===== src/rtl/snake_pkg.sv =====
// snake_pkg: direction encodings, key indices and the reversal helper shared by the key input block.
package snake_pkg;
  localparam logic [1:0] DIR_UP    = 2'b00;
  localparam logic [1:0] DIR_DOWN  = 2'b01;
  localparam logic [1:0] DIR_LEFT  = 2'b10;
  localparam logic [1:0] DIR_RIGHT = 2'b11;
  localparam int KEY_UP    = 0;
  localparam int KEY_DOWN  = 1;
  localparam int KEY_LEFT  = 2;
  localparam int KEY_RIGHT = 3;
  localparam int KEY_ENTER = 4;
  localparam int NUM_KEYS  = 5;
  // Encodings are chosen so opposite headings differ only in bit 0.
  function automatic logic [1:0] opposite(input logic [1:0] d);
    return d ^ 2'b01;
  endfunction
endpackage


===== src/rtl/snake_key_debounce.sv =====
// snake_key_debounce: 2-flop synchronizer plus counter debounce for one active-low key; level is active-high.
module snake_key_debounce #(
  parameter int DEBOUNCE_CYCLES = 800000,
  parameter int CNT_W = 20
) (
  input  logic clk,
  input  logic rst_n,
  input  logic raw,
  output logic level
);
  logic [1:0] sync;
  logic [CNT_W-1:0] cnt;
  logic pressed;
  assign pressed = ~sync[1];
  always_ff @(posedge clk or negedge rst_n)
    if (!rst_n) begin
      sync  <= 2'b11;
      cnt   <= '0;
      level <= 1'b0;
    end else begin
      sync <= {sync[0], raw};
      if (pressed == level) cnt <= '0;
      else if (cnt == CNT_W'(DEBOUNCE_CYCLES - 1)) begin
        level <= pressed;
        cnt   <= '0;
      end else cnt <= cnt + 1'b1;
    end
endmodule


===== src/rtl/snake_key_input.sv =====
// snake_key_input: debounces five board keys, arbitrates direction presses into a heading and strobes enter.
// Define SNAKE_REVERSE_LOCK_EN to ignore presses that would reverse the snake.
module snake_key_input
  import snake_pkg::*;
#(
  parameter int DEBOUNCE_CYCLES = 800000,
  parameter int CNT_W = 20
) (
  input  logic       clk,
  input  logic       rst_n,
  input  logic       up,
  input  logic       down,
  input  logic       left,
  input  logic       right,
  input  logic       enter,
  output logic [1:0] dir,
  output logic       dir_chg,
  output logic       enter_pulse,
  output logic [4:0] key_level
);
`ifdef SNAKE_REVERSE_LOCK_EN
  localparam bit LOCK = 1'b1;
`else
  localparam bit LOCK = 1'b0;
`endif
  logic [NUM_KEYS-1:0] raw, prev, press;
  logic [1:0] win;
  logic accept;
  assign raw = {enter, right, left, down, up};
  for (genvar k = 0; k < NUM_KEYS; k++) begin : g_key
    snake_key_debounce #(.DEBOUNCE_CYCLES(DEBOUNCE_CYCLES), .CNT_W(CNT_W)) u_db (
      .clk(clk),
      .rst_n(rst_n),
      .raw(raw[k]),
      .level(key_level[k])
    );
  end
  // Priority picks the winner first; a locked-out winner is dropped, never replaced.
  always_comb begin
    press  = key_level & ~prev;
    win    = press[KEY_UP] ? DIR_UP : press[KEY_DOWN] ? DIR_DOWN : press[KEY_LEFT] ? DIR_LEFT : DIR_RIGHT;
    accept = (|press[KEY_RIGHT:KEY_UP]) && (win != dir) && !(LOCK && (win == opposite(dir)));
  end
  always_ff @(posedge clk or negedge rst_n)
    if (!rst_n) begin
      prev        <= '0;
      dir         <= DIR_RIGHT;
      dir_chg     <= 1'b0;
      enter_pulse <= 1'b0;
    end else begin
      prev        <= key_level;
      dir         <= accept ? win : dir;
      dir_chg     <= accept;
      enter_pulse <= press[KEY_ENTER];
    end
endmodule


===== config.mk =====
export PLATFORM = sky130hd
export DESIGN_NAME = snake_key_input
export DESIGN_NICKNAME = d
export VERILOG_FILES = /design/src/rtl/snake_pkg.sv /design/src/rtl/snake_key_debounce.sv /design/src/rtl/snake_key_input.sv
export SDC_FILE = /design/constraint.sdc
export NUM_CORES = 1
export LEC_CHECK = 0
export ABC_AREA = 1
export BUFFER_PORTS_ARGS = -buffer_cell sky130_fd_sc_hd__buf_2
export CORE_MARGIN = 4
export CORE_UTILIZATION = 40
export CTS_CLUSTER_DIAMETER = 150
export DETAILED_ROUTE_END_ITERATION = 8
export PLACE_DENSITY = 0.59
export SLEW_MARGIN = 5
export SYNTH_ARGS = -nofsm -noshare
export SYNTH_HDL_FRONTEND = slang
export SYNTH_SLANG_ARGS = --single-unit

===== constraint.sdc =====
create_clock -name clk -period 1.8 [get_ports clk]
set_input_delay 0.09 -clock clk [delete_from_list [all_inputs] [get_ports clk]]
set_output_delay 0.09 -clock clk [all_outputs]
set_load 0.03 [all_outputs]

==> out/metrics.csv <==
stage;metric;value;unit
outcome;outcome;completed;
timing;hold_viol;0;
clock_tree;cts_tree;built;
yosys;synthDominantAreaCellType;dfrtp_1;
timing;max_slew_violation_count;0;
timing;final.period_utilization;91.9;%
timing;post-route-min-period;1650;ps
yosys;synth-seq-area-share;48.8;%
layout;layout.area.seq;3120;µm²
clock_tree;cts_made_buffers;17;
critical_path;cp_data_arrival_time;1950;ps
worst_hold_path;min_path_type;input pin to async pin;
timing;rsz0062_at_grt;no;
yosys;yosys.cell_types.count;33;
power_and_ir_drop;total_leakage_power;3.21;nW
layout;post_route_cells_drive_above_1_share;9.86;%
run;drv.max_cap_violation_count;0;
critical_path;critPathKind;register to register;
critical_path;critical_path.max_fanout;9;
timing;relSlewSlack;67.9;%
layout;final_cell_area;7490;µm²
timing;fin_setup_tns;0;ps
global_routing;grt_remaining_overflow;0;
critical_path;critPathCaptureType;register;
critical_path;last_element_of_the_critical_path;g_key[3].u_db.cnt[12];
layout;final_nets;882;
routing;via_count;5167;
critical_path;worstSetupStartpoint;g_key[3].u_db.cnt[0];
place;port_buffers;15;
floorplanning;initial_core_util;41.4;%
place;dpl_cell_area;6790;µm²
clock_tree;clock-sinks;124;
timing;timing.final.setup_violations;0;
critical_path;reg2reg_slack;150;ps
floorplanning;die_h;134;µm
clock_tree;cts_max_path_bufs;2;
timing;clock_tree_skew_after_final_layout;6.93;ps
yosys;ys_top_cells_by_area;dfrtp_1 (44%), nor2_1 (13%), nand2_1 (11%), nand3_1 (5.2%), dfstp_2 (4.9%);
yosys;synthesis.area_per_instance;7.74;µm²
floorplanning;core.rowCount;45;
timing;hold-worst-slack;198;ps
routing;drt_first_iter_violations;325;
routing;postRouteWirelength;13300;µm
critical_path;startpoint_type;register;
routing;viasPerCell;4.73;
layout;antenna_cells;0;
routing;drt.antenna.violating_nets;0;
global_routing;pin_count_of_the_biggest_net_entering_global_routing;52;
yosys;synthDominantCellAreaShare;43.9;%
layout;final_cell_mix;nor2_1 (221), nand2_1 (181), dfrtp_1 (112), inv_1 (84), nand3_1 (66);
floorplanning;design.die.area;18000;µm²
yosys;yosys_register_bits;124;
layout;layout.cells.most_common;nor2_1;
clock_tree;postCtsSetupBuffers;0;
layout;multi_input_area;2910;µm²
yosys;yosysWarnings;0;
yosys;synthCells;825;
clock_tree;cts.htree.levels;4;
critical_path;worst_reg2reg_endpoint;g_key[3].u_db.cnt[12];
global_routing;first_global_vias;5085;
power_and_ir_drop;vdd_drop_max;0.000669;V
global_routing;grt_first_pass_wirelength;23400;µm
routing;routedWlPerCell;12.1;µm
routing;drt_pre_antenna_iters;4;
place;hpwl_detailed;9930;µm
yosys;synth_fp_nets;837;
layout;utilization;48.6;%
critical_path;critical_path.reg2reg.startpoint;g_key[3].u_db.cnt[0];
yosys;synth.cell_area;6380;µm²
clock_tree;clock_pin_transition_on_the_worst_setup_and_hold_timing_paths;50;ps
power_and_ir_drop;overall_power_consumption;6.70;mW
critical_path;worst-endpoint-required;2090;ps
routing;drc_violation_count_after_routing;0;
floorplanning;chipWidth;134;µm
timing;fmax;604;MHz
clock_tree;clockRootBuffer;clkbuf_16;
global_routing;groute.usage.overall;16.1;%
timing;worst-slew-pin-transition;482;ps
layout;n_fill_cell;1546;
layout;syn2layout_area_growth;17.3;%
floorplanning;core_region_area;15400;µm²
floorplanning;num_io_pins;16;
clock_tree;clock_latency_reported_for_the_late_side_of_the_worst_skew_pair;410;ps
power_and_ir_drop;power_density;895;nW/µm²
place;finalWeightedCongestion;0.914;
global_routing;grt_antenna_before_repair;0;
critical_path;ff2ff_path_depth;8;
==> flip-flops by register name, summed over array words and instances (netlist names) <==
signal / flops
g_key.u_db.cnt: 100
prev: 5
dir: 2
enter_pulse: 1
g_key.u_db.level: 5
g_key.u_db.sync: 10
dir_chg: 1
==> routing by layer <==
metal  up-vias  global-route usage [%]  share of wire (%)
met5         -                       0                  0
met4         0                    6.73                2.3
met3        32                    3.83                3.2
met2        75                    25.1                 45
met1      2371                    21.6                 49
li1       2689                       -                  -
==> cell usage after synthesis <==
master / count
o211ai_1: 1
nand2_4: 2
nand3b_1: 1
nand4_1: 13
nor2_4: 2
xnor2_1: 20
dfstp_2: 12
a21oi_1: 16
and2_1: 1
inv_1: 84
xor2_1: 29
o21ba_2: 1
nand3_1: 66
nor3_4: 1
ha_1: 5
nand2_2: 6
nor3b_1: 1
nor2_2: 1
nand3_4: 2
inv_2: 2
a31oi_1: 2
nor2_1: 221
buf_4: 5
or2_2: 1
o21ai_0: 12
a211oi_1: 1
o22ai_1: 1
o21bai_1: 3
dfrtp_1: 112
clkinv_1: 1
nand3_2: 4
nand2_1: 181
nor3_1: 15
==> through the flow <==
| stage | instances | setup slack, ps |
|---|---|---|
| after CTS | 1093 | 128 |
| after global placement | 1056 | 232 |
| after detailed placement | 1056 | 149 |
| after floorplan | 825 | 373 |
| after global routing | 1093 | 4.53 |
| final | 1093 | 145 |
==> cell families (layout without fill, tap and decap cells) <==
group	after synthesis	after routing	synth area share [%]
adders and majority gates	5	5	0.980
buffers and inverters	92	149	5.70
AOI/OAI and AO/OA	37	37	3.23
DFF	124	124	48.8
xor gates and xnor gates	49	49	6.72
and+or+nand+nor	518	518	34.5
==> report_power, final <==
part / internal, mW / switching [mW]
sequential: 2.84 / 0.0344
combinational: 0.0713 / 0.132
clock: 2.45 / 1.18
==> layout make-up <==
type	count	share of cell area (%)
multi-input cells	609	38.9
clock buffers	24	6.56
flip-flops and latches	124	41.6
inverters	87	4.36
well taps	211	3.52
clock inverters	7	1.84
repair buffers	31	3.22
==> timing repair <==
action / CTS / global route
resized for setup: 0 / 2
hold endpoints to repair: 79 / 0
hold buffers: 6 / 0
setup endpoints to repair: 0 / 14
==> critical path, cell delays in order (launching register included) <==
cell     delay (ps)
dfrtp_1         420
ha_1            260
nand3_1         160
inv_1           130
nand2_1         110
inv_2           110
nand3_4         100
nand2_2         170
nor2_1           70
==> worst min path at each step <==
stage / start / end / slack (ps)
6_report: rst_n / g_key[3].u_db.cnt[18] / 200
5_1_grt: rst_n / g_key[0].u_db.cnt[1] / 240
4_1_cts: rst_n / g_key[3].u_db.cnt[18] / 200
3_5_place_dp: rst_n / g_key[3].u_db.cnt[3] / 80
3_3_place_gp: rst_n / g_key[3].u_db.cnt[3] / 80
2_1_floorplan: rst_n / dir_chg / -210
Power figures use the tool's default switching activity.
